## src/rtl/spi_flash_read_buffer.sv

```systemverilog
// Read-burst sequencer for a quad-SPI shifter with a first-word-fall-through word FIFO.
// A burst starts only once the FIFO can absorb the whole burst, because the shifter cannot be stalled.
module spi_flash_read_buffer #(
  parameter int FIFO_DEPTH_LOG2 = 4
) (
  input  logic                       clock,
  input  logic                       reset,
  input  logic                       requestValid,
  input  logic [23:0]                requestAddress,
  input  logic [FIFO_DEPTH_LOG2:0]   requestLength,
  output logic                       requestReady,
  output logic                       flashStart,
  output logic [23:0]                flashAddress,
  output logic [7:0]                 flashNrOfWords,
  input  logic                       flashDataValid,
  input  logic [31:0]                flashData,
  output logic                       wordValid,
  output logic [31:0]                wordData,
  output logic                       wordLast,
  input  logic                       wordReady,
  output logic                       busy,
  output logic                       overflowError
);

  localparam int L = FIFO_DEPTH_LOG2;
  localparam int DEPTH = 1 << L;
  localparam logic [L:0]   DEPTH_CNT = (L+1)'(DEPTH);
  localparam logic [L:0]   CNT_ONE   = (L+1)'(1);
  localparam logic [L-1:0] PTR_ONE   = L'(1);

  typedef enum logic [1:0] {IDLE, WAITSPACE, START, RECEIVE} state_t;

  state_t       state_reg;
  logic         ready_reg;
  logic         busy_reg;
  logic         start_reg;
  logic [23:0]  addr_reg;
  logic [L:0]   len_reg;
  logic [L:0]   len_m1_reg;
  logic [L:0]   rcv_reg;
  logic [L:0]   count_reg;
  logic [L:0]   free_reg;
  logic [L-1:0] wr_ptr_reg;
  logic [L-1:0] rd_ptr_reg;
  logic         overflow_reg;
  logic [32:0]  mem [DEPTH];

  logic [L:0]   len_eff;
  logic [L:0]   count_next;
  logic         push_req;
  logic         push;
  logic         pop;
  logic         full;
  logic         last_word;
  logic [32:0]  head;
  logic         unused_addr_bits;

  assign unused_addr_bits = ^requestAddress[1:0];

  assign len_eff   = (requestLength == '0) ? DEPTH_CNT : requestLength;
  assign full      = (count_reg == DEPTH_CNT);
  assign pop       = (count_reg != '0) && wordReady;
  assign push_req  = (state_reg == RECEIVE) && flashDataValid;
  // A pop in the same cycle frees the slot, so a full FIFO still accepts the word.
  assign push      = push_req && (!full || pop);
  assign last_word = (rcv_reg == len_m1_reg);

  always_comb begin
    count_next = count_reg;
    if (push && !pop)
      count_next = count_reg + CNT_ONE;
    else if (pop && !push)
      count_next = count_reg - CNT_ONE;
  end

  always_ff @(posedge clock) begin
    if (reset) begin
      state_reg    <= IDLE;
      ready_reg    <= 1'b1;
      busy_reg     <= 1'b0;
      start_reg    <= 1'b0;
      addr_reg     <= '0;
      len_reg      <= '0;
      len_m1_reg   <= '0;
      rcv_reg      <= '0;
      count_reg    <= '0;
      free_reg     <= DEPTH_CNT;
      wr_ptr_reg   <= '0;
      rd_ptr_reg   <= '0;
      overflow_reg <= 1'b0;
    end else begin
      start_reg <= 1'b0;
      case (state_reg)
        IDLE: begin
          if (requestValid) begin
            addr_reg   <= {requestAddress[23:2], 2'b00};
            len_reg    <= len_eff;
            len_m1_reg <= len_eff - CNT_ONE;
            state_reg  <= WAITSPACE;
            ready_reg  <= 1'b0;
            busy_reg   <= 1'b1;
          end
        end
        WAITSPACE: begin
          if (free_reg >= len_reg) begin
            state_reg <= START;
            start_reg <= 1'b1;
          end
        end
        START: begin
          state_reg <= RECEIVE;
          rcv_reg   <= '0;
        end
        RECEIVE: begin
          if (push_req) begin
            rcv_reg <= rcv_reg + CNT_ONE;
            if (last_word) begin
              state_reg <= IDLE;
              ready_reg <= 1'b1;
              busy_reg  <= 1'b0;
            end
          end
        end
        default: state_reg <= IDLE;
      endcase

      if (push) wr_ptr_reg <= wr_ptr_reg + PTR_ONE;
      if (pop)  rd_ptr_reg <= rd_ptr_reg + PTR_ONE;
      count_reg <= count_next;
      free_reg  <= DEPTH_CNT - count_next;
      if (push_req && full && !pop) overflow_reg <= 1'b1;
    end
  end

  always_ff @(posedge clock) begin
    if (push) mem[wr_ptr_reg] <= {last_word, flashData};
  end

  assign head = mem[rd_ptr_reg];

  assign requestReady   = ready_reg;
  assign flashStart     = start_reg;
  assign busy           = busy_reg;
  assign flashAddress   = addr_reg;
  assign flashNrOfWords = 8'(len_m1_reg);
  assign overflowError  = overflow_reg;
  assign wordValid      = (count_reg != '0);
  assign wordData       = wordValid ? head[31:0] : 32'd0;
  assign wordLast       = wordValid & head[32];

endmodule

```

## config.mk

```make
export PLATFORM = sky130hd
export DESIGN_NAME = spi_flash_read_buffer
export DESIGN_NICKNAME = d
export VERILOG_FILES = /design/src/rtl/spi_flash_read_buffer.sv
export SDC_FILE = /design/constraint.sdc
export NUM_CORES = 1
export LEC_CHECK = 0
export ABC_CLOCK_PERIOD_IN_PS = 5400
export CAP_MARGIN = 20
export CORE_ASPECT_RATIO = 0.6
export CORE_MARGIN = 4
export CORE_UTILIZATION = 45
export DETAILED_ROUTE_END_ITERATION = 6
export PLACE_DENSITY = 0.71
export SYNTH_ARGS = -nofsm -noshare
export SYNTH_HDL_FRONTEND = slang
export SYNTH_SLANG_ARGS = --single-unit
export TNS_END_PERCENT = 30
```

## constraint.sdc

```tcl
create_clock -name clock -period 5.4 [get_ports clock]
set_input_delay 1.08 -clock clock [delete_from_list [all_inputs] [get_ports clock]]
set_output_delay 1.08 -clock clock [all_outputs]
set_load 0.05 [all_outputs]
```

==> insert_results.sql, run 1 <==
INSERT INTO impl_metrics (metric_group, metric, value, unit) VALUES
('status', 'status', 'finished, final reports clean', ''),
('pwr', 'p_comb_share', '26.0', '%'),
('timing', 'setup_viol_count_final', '0', ''),
('timing', 'finClkSkew', '0.0241', 'ns'),
('yosys', 'synthMostInstantiatedCell', 'edfxtp_1', ''),
('job', 'max-cap-violations', '0', ''),
('detailed_routing', 'detailroute.via_count', '11489', ''),
('timing', 'slew_worst_pin', '0.974', 'ns'),
('yosys', 'synthMuxAreaShare', '16.2', '%'),
('timing', 'hold-worst-slack', '0.453', 'ns'),
('timing', 'tns', '0', 'ns'),
('floorplan', 'start_util', '45.5', '%'),
('worst_setup_path', 'critical_path_arrival', '3.75', 'ns'),
('timing', 'final_min_period_over_clock_period', '89.5', '%'),
('detailed_routing', 'drtAntennaViolNets', '0', ''),
('worst_setup_path', 'criticalPathCategory', 'reg -> out', ''),
('floorplan', 'rows', '64', ''),
('global_route', 'grtUsageTotal', '18.2', '%'),
('global_route', 'grt_first_pass_wirelength', '75.7', 'mm'),
('clock_tree', 'cts-buffers-inserted', '53', ''),
('final_layout', 'top_register', 'mem', ''),
('yosys', 'post_synth_instance_area', '23200', 'um^2'),
('pwr', 'p_total', '12.5', 'mW'),
('clock_tree', 'max-clock-path-buffers', '3', ''),
('global_route', 'antenna_found_initial', '3', ''),
('yosys', 'synth-edff-count', '528', ''),
('final_layout', 'antenna_cells', '0', ''),
('timing', 'layout_min_cycle_time', '4.83', 'ns'),
('global_route', 'grt_overflow', '0', ''),
('pwr', 'p_seq_share', '42.0', '%'),
('final_layout', 'area.growth.synth_to_final', '18.3', '%'),
('placement', 'dpl.hpwl', '27.9', 'mm'),
('clock_tree', 'cts_tree', 'done', ''),
('pwr', 'power.switching_fraction', '30.1', '%'),
('detailed_routing', 'post_route_drc', '0', ''),
('worst_setup_path', 'endpoint_kind', 'output port', ''),
('pwr', 'power_density', '457', 'nW/um^2'),
('yosys', 'post_synth_and_or_nand_nor_area_fraction', '4.25', '%'),
('clock_tree', 'cts_hold_repair.buffers', '0', ''),
('yosys', 'synth_adder_area_share', '1.13', '%'),
('final_layout', 'post-route-util', '53.8', '%'),
('timing', 'max_frequency', '207', 'MHz'),
('yosys', 'synth_sequential_area_ratio', '74.0', '%'),
('pwr', 'power.static_leakage', '8.56', 'nW'),
('yosys', 'synth_cells', '1156', ''),
('clock_tree', 'clkLatencyLatePin', '0.60', 'ns'),
('yosys', 'postSynth.topFlopCell', 'edfxtp_1', ''),
('worst_setup_path', 'required', '4.32', 'ns'),
('final_layout', 'layout.cell_area.non_filler', '27400', 'um^2'),
('yosys', 'synthDistinctLibCells', '54', ''),
('yosys', 'synth_compound_area_share', '1.95', '%'),
('yosys', 'synth_xor_xnor_area_share', '0.643', '%'),
('placement', 'gpl.final_weighted_congestion', '0.779', ''),
('floorplan', 'die_area', '55300', 'um^2'),
('yosys', 'synth_seq_cells', '592', ''),
('yosys', 'post_synth_most_frequent_cells', 'edfxtp_1, mux4_2, nand2_1', ''),
('detailed_routing', 'wl_per_cell', '24.2', 'um'),
('worst_setup_path', 'critical_path.max_fanout', '30', ''),
('global_route', 'vias_in_the_first_global_route', '11703', ''),
('yosys', 'combinational_family_with_the_most_area_after_synthesis', 'multiplexers', ''),
('clock_tree', 'path_clk_slew', '0.06', 'ns'),
('clock_tree', 'clock_sink_count', '592', ''),
('floorplan', 'floorplan.core_area', '50900', 'um^2'),
('timing', 'slew_viol_final', '0', ''),
('final_layout', 'n_fill_cell', '3910', ''),
('global_route', 'pin_count_of_the_biggest_net_entering_global_routing', '62', ''),
('timing', 'finalHoldViolations', '0', ''),
('final_layout', 'fin_nets', '1403', ''),
('pwr', 'clockPowerShare', '32.0', '%'),
('hold_path', 'hold_class', 'reg -> reg', ''),
('timing', 'unrepaired_setup_endpoints_after_global_routing', 'no', '');
## per-layer routing
metal | wire length, um | part of all wire (%) | GRT usage, %
met2 | 23700 | 48 | 28.6
met3 | 3250 | 6.5 | 3.59
met1 | 22000 | 44 | 27.2
met4 | 638 | 1.3 | 3.15
met5 | 34 | 0.068 | 0.170
## cell usage in the layout, fill, tap and decap left out, types with 10 or more instances in the layout
master and n:
clkdlybuf4s50_1 127, xnor2_1 10, ha_1 21, inv_1 15
buf_4 28, nor2_4 12, dfxtp_1 60, mux4_2 165
clkinv_2 12, clkbuf_16 55, nand2_1 66, nor2_1 28
edfxtp_1 528, and2_1 35, a21oi_1 45
## cell families after synthesis
family | after synthesis
xor+xnor | 17
fa+ha+maj | 21
other cells | 1
flops | 592
buf+inv | 83
compound gates | 75
simple gates | 198
mux | 169
## through the flow
stage | setup WS [ns] | cells
3_3_place_gp | 1.10 | 1951
3_5_place_dp | 1.10 | 1952
2_1_floorplan | 0.496 | 1160
4_1_cts | 0.476 | 2051
5_1_grt | 0.376 | 2053
6_report | 0.568 | 2053
## worst max-delay path, stage by stage (launching register included)
cell             delay [ns]
dfxtp_4                0.81
buf_4                  0.38
mux4_2                 0.54
mux4_2                 0.48
and2_1                 0.22
clkdlybuf4s50_1        0.71
## final cells by class
type | count | area [um^2] | area share [%]
flip-flops and latches | 592 | 17100 | 62.6
multi-input cells | 485 | 5730 | 20.9
repair buffers | 167 | 1710 | 6.23
clock buffers | 64 | 1430 | 5.22
well taps | 693 | 867 | 3.17
clock inverters | 35 | 438 | 1.60
inverters | 17 | 63.8 | 0.233
## power groups by stage
stage / clock network [mW] / registers (mW) / logic (mW)
final: 4.00 / 5.26 / 3.25
after global placement: 0 / 5.35 / 3.23
after global routing: 4.30 / 5.28 / 3.47
after floorplan: 0 / 5.44 / 2.15
after CTS: 4.08 / 5.26 / 3.30
after detailed placement: 0 / 5.36 / 3.28
## final timing paths
path	start	endpoint	slack [ns]	cells after the start
min reg2reg	flashAddress[3]	flashAddress[3]	0.45	2
max reg2reg	state_reg[0]	mem[10][28]	1.95	6
max	flip-flop	wordData[30]	0.57	5
min	flashAddress[3]	flashAddress[3]	0.45	2
Note: power is estimated with default switching activity, not from simulation.
==> run 2, diff against run 1 <==
- CAP_MARGIN: 20 -> not set
==> insert_results.sql, run 2 (synthesis gave the netlist of run 1 again) <==
INSERT INTO impl_metrics (metric_group, metric, value, unit) VALUES
('final_layout', 'finalNonFillerCells', '2050', ''),
('worst_setup_path', 'r2r.worst_path.cells', '6', ''),
('placement', 'gpl.final_weighted_congestion', '0.779', ''),
('clock_tree', 'max-clock-path-buffers', '3', ''),
('timing', 'setup_viol_count_final', '0', ''),
('final_layout', 'final_common_cell', 'edfxtp_1', ''),
('worst_setup_path', 'critPathLaunchType', 'flip-flop', ''),
('global_route', 'grt_overflow', '0', ''),
('floorplan', 'die_w', '301', 'um'),
('clock_tree', 'clock_tree_root_buffer_cell', 'clkbuf_16', ''),
('clock_tree', 'cts-htree-levels', '2', ''),
('detailed_routing', 'drtAntennaViolNets', '0', ''),
('worst_setup_path', 'critical_path_arrival', '3.77', 'ns'),
('final_layout', 'multi_input_area', '5730', 'um^2'),
('worst_setup_path', 'critical_path.reg2reg.startpoint', 'state_reg[1]', ''),
('timing', 'unrepaired_setup_endpoints_after_global_routing', 'no', ''),
('final_layout', 'mostFrequentLayoutCells', 'edfxtp_1, mux4_2, clkdlybuf4s50_1, nand2_1, dfxtp_1', ''),
('placement', 'preCtsSetupSlack', '1.09', 'ns'),
('final_layout', 'post-route-util', '53.4', '%'),
('clock_tree', 'path_clk_slew', '0.06', 'ns'),
('placement', 'place_inst', '1951', ''),
('final_layout', 'top_register', 'mem', ''),
('detailed_routing', 'post_route_drc', '0', ''),
('pwr', 'power.static_leakage', '8.47', 'nW'),
('floorplan', 'die_height', '184', 'um'),
('detailed_routing', 'drt_iter0_drc', '1172', ''),
('global_route', 'grt_first_pass_wirelength', '75.7', 'mm'),
('timing', 'tns', '0', 'ns'),
('final_layout', 'antenna_cells', '0', ''),
('floorplan', 'die_area', '55300', 'um^2'),
('timing', 'finalHoldViolations', '0', ''),
('floorplan', 'start_util', '45.5', '%'),
('detailed_routing', 'wl', '49.7', 'mm'),
('final_layout', 'largest_register_ff_count', '528', ''),
('pwr', 'ir_worst_vdd', '0.000316', 'V'),
('clock_tree', 'clock_sink_count', '592', ''),
('detailed_routing', 'wl_per_cell', '24.2', 'um'),
('detailed_routing', 'viasPerCell', '5.59', ''),
('detailed_routing', 'drt_first_pass_iters', '5', ''),
('pwr', 'p_total', '12.3', 'mW'),
('final_layout', 'fin_nets', '1400', ''),
('pwr', 'power_density', '452', 'nW/um^2'),
('placement', 'place_area', '25500', 'um^2'),
('worst_setup_path', 'required', '4.32', 'ns'),
('timing', 'finClkSkew', '0.0124', 'ns'),
('worst_setup_path', 'worst_r2r_endpoint', 'mem[10][28]', ''),
('final_layout', 'n_fill_cell', '3979', ''),
('worst_setup_path', 'timing.critical_path.to', 'wordData[30]', ''),
('job', 'max-cap-violations', '0', ''),
('global_route', 'pin_count_of_the_biggest_net_entering_global_routing', '62', ''),
('placement', 'dpl.hpwl', '27.8', 'mm'),
('worst_setup_path', 'criticalPathCategory', 'reg -> out', ''),
('worst_setup_path', 'reg2reg_slack', '2.00', 'ns'),
('timing', 'layout_min_cycle_time', '4.85', 'ns'),
('detailed_routing', 'detailroute.via_count', '11463', ''),
('floorplan', 'floorplan.core_area', '50900', 'um^2'),
('global_route', 'grtUsageTotal', '18.2', '%'),
('final_layout', 'area.growth.synth_to_final', '17.6', '%'),
('timing', 'slew_viol_final', '0', ''),
('global_route', 'vias_in_the_first_global_route', '11790', ''),
('floorplan', 'io_pins', '136', ''),
('timing', 'final_min_period_over_clock_period', '89.9', '%'),
('timing', 'slew_worst_pin', '1.20', 'ns'),
('clock_tree', 'cts-buffers-inserted', '53', ''),
('timing', 'post-route-worst-setup-slack', '0.547', 'ns'),
('floorplan', 'rows', '64', ''),
('hold_path', 'hold_class', 'reg -> reg', ''),
('final_layout', 'layout.cell_area.non_filler', '27200', 'um^2'),
('clock_tree', 'cts_tree', 'done', ''),
('timing', 'slew_headroom', '17.9', '%'),
('status', 'status', 'finished, final reports clean', ''),
('worst_setup_path', 'endpoint_kind', 'output port', ''),
('worst_setup_path', 'critical_path.max_fanout', '30', ''),
('clock_tree', 'postCtsResizedCells', '0', ''),
('timing', 'max_frequency', '206', 'MHz'),
('clock_tree', 'clkLatencyLatePin', '0.59', 'ns'),
('global_route', 'antenna_found_initial', '3', ''),
('timing', 'hold-worst-slack', '0.457', 'ns'),
('final_layout', 'seqCellArea', '17100', 'um^2'),
('clock_tree', 'cts_setup_buffers', '0', ''),
('final_layout', 'final_layout_size_suffix_gt1_share', '22.9', '%'),
('placement', 'port_buffers', '128', ''),
('clock_tree', 'cts_hold_repair.buffers', '0', '');
[run 2: layout make-up]
class	instances	share of cell area (%)
Clock buffer	65	5.15
Clock inverter	34	1.30
Inverter	17	0.234
Multi-Input combinational cell	485	21.1
Sequential cell	592	63.0
Tap cell	693	3.19
Timing Repair Buffer	164	6.05
[run 2: worst min-delay path by stage]
stage / from / to / slack [ns] / depth (start not counted)
floorplan: len_reg[1] / len_reg[1] / 0.43 / 2
global placement: flashAddress[2] / flashAddress[2] / 0.44 / 2
detailed placement: flashAddress[17] / flashAddress[17] / 0.45 / 2
CTS: flashAddress[17] / flashAddress[17] / 0.46 / 2
global route: flashAddress[9] / flashAddress[9] / 0.48 / 2
finish: flashAddress[18] / flashAddress[18] / 0.46 / 2
[run 2: power breakdown]
| part | switching [mW] | internal [mW] |
|---|---|---|
| Sequential | 0.140 | 5.12 |
| Clock | 1.66 | 2.15 |
| Combinational | 1.95 | 1.28 |
[run 2: routing by layer]
metal / vias to the layer above / part of all wire, % / track usage [%]
met4: 6 / 1.2 / 3.26
li1: 4984 / - / -
met2: 374 / 48 / 28.9
met3: 53 / 7.1 / 3.59
met5: - / 0.068 / 0
met1: 6046 / 44 / 27.0
[run 2: critical path, stage by stage, from the launching register on]
cell and delay (ns):
dfxtp_4 0.82, buf_4 0.39, mux4_2 0.55, mux4_2 0.48, and2_1 0.22, clkdlybuf4s50_1 0.72
==> run 3, diff against run 2 <==
- CAP_MARGIN: not set -> 10
==> results of run 3 <==
Final layout, timing and power as in run 2 (identical DEF).
==> patch (config.mk and constraints of run 3) <==
The 4 states of `state_t` get a one-hot encoding in 4 bits.
--- a/src/rtl/spi_flash_read_buffer.sv
+++ b/src/rtl/spi_flash_read_buffer.sv
@@ -28,7 +28,7 @@
   localparam logic [L:0]   CNT_ONE   = (L+1)'(1);
   localparam logic [L-1:0] PTR_ONE   = L'(1);
 
-  typedef enum logic [1:0] {IDLE, WAITSPACE, START, RECEIVE} state_t;
+  typedef enum logic [3:0] {IDLE = 4'b0001, WAITSPACE = 4'b0010, START = 4'b0100, RECEIVE = 4'b1000} state_t;
 
   state_t       state_reg;
   logic         ready_reg;
Check against the original RTL: same outputs for any inputs over 4 cycles, from zero or initial values and one cycle with reset high; so few cycles prove little.
==> patch against run 3 <==
Count of clock-buffer cells in the layout decreased by 6. Setup slack improved by 0.020 ns. Clock power increased by 4%. Wire length increased by 1.8%. Register-to-register slack got worse by 0.15 ns. Sequential power decreased by 1%. Final area increased by 0.28%. Sequential cell count increased by 2. Synthesized area decreased by 0.17%. Total power decreased by 3.8%. Critical path type unchanged.
==> patch: results (changes against run 3) <==
Initial DRC count -> 1,133 (was 1,172)
Adder-cell area share of the yosys netlist -> 0.866% (was 1.13%)
Final Cell Area -> 0.0273 mm2 (was 0.0272 mm2)
Met1 usage -> 28.2% (was 27.0%)
Arr. time, crit path -> 3.75 ns (was 3.77 ns)
Fillcell total -> 3,891 (was 3,979)
Combinational Power Share -> 22.5% (was 26.3%)
DP Area -> 0.0254 mm2 (was 0.0255 mm2)
HPWL after DPL -> 28,100 um (was 27,800 um)
Worst-skew pair later-pin latency -> 0.61 ns (was 0.59 ns)
Status -> finished clean (unchanged)
Top cells by count, synth -> edfxtp_1 (528), mux4_2 (165), nand2_1 (68) (was edfxtp_1 (528), mux4_2 (165), nand2_1 (66))
Nets -> 1,388 (was 1,400)
Peak supply drop -> 274 uV (was 316 uV)
M1 WL -> 22,800 um (was 21,700 um)
Synth Area in Compound Gates -> 2.09% (was 1.95%)
Top Layer Used -> met4 (was met5)
Hold Crit Start -> flashAddress[16] (was flashAddress[18])
Least-Margin Pin Slew -> 1.12 ns (was 1.20 ns)
Lkg Pwr -> 8.43 nW (was 8.47 nW)
Top post-synthesis cells by area -> edfxtp_1 (69%), mux4_2 (16%), dfxtp_1 (5.7%), nand2_1 (1.1%), and2_1 (0.95%) (was edfxtp_1 (68%), mux4_2 (16%), dfxtp_1 (5.5%), ha_1 (1.1%), nand2_1 (1.1%))
Met3 routed WL -> 3140 um (was 3540 um)
Synth Area in XOR/XNOR -> 0.758% (was 0.643%)
Sequential fraction of the synthesis area -> 74.3% (was 74.0%)
M2 GR Usage -> 28.8% (was 28.9%)
patch: changes by cell type in the layout (fill, tap and decap cells not counted), sizes merged, moves of 4 or more:
| cell | delta |
|---|---|
| or3 | -4 |
| a21oi | -11 |
| clkbuf | -6 |
| nor2 | +9 |
| bufinv | +4 |
| ha | -5 |
patch: final cells by class:
| cell class | instances | area share, % |
|---|---|---|
| sequential | 594 | 63.0 |
| clock buffer | 59 | 4.94 |
| clock inverter | 39 | 1.83 |
| inverter | 15 | 0.206 |
| tap | 693 | 3.18 |
| multi-input combinational | 481 | 21.0 |
| timing repair buffer | 161 | 5.91 |
patch: through the flow:
stage,setup WS [ns],instances
after CTS,0.458,2042
after detailed placement,1.11,1944
after global routing,0.354,2042
after global placement,1.10,1944
final,0.567,2042
after floorplan,0.863,1157
patch: worst paths after layout:
kind                      end  slack (ns)  cells past startpoint
max              wordData[15]        0.57                      5
min          flashAddress[16]        0.45                      2
max reg2reg       free_reg[4]        1.85                     10
min reg2reg  flashAddress[16]        0.45                      2
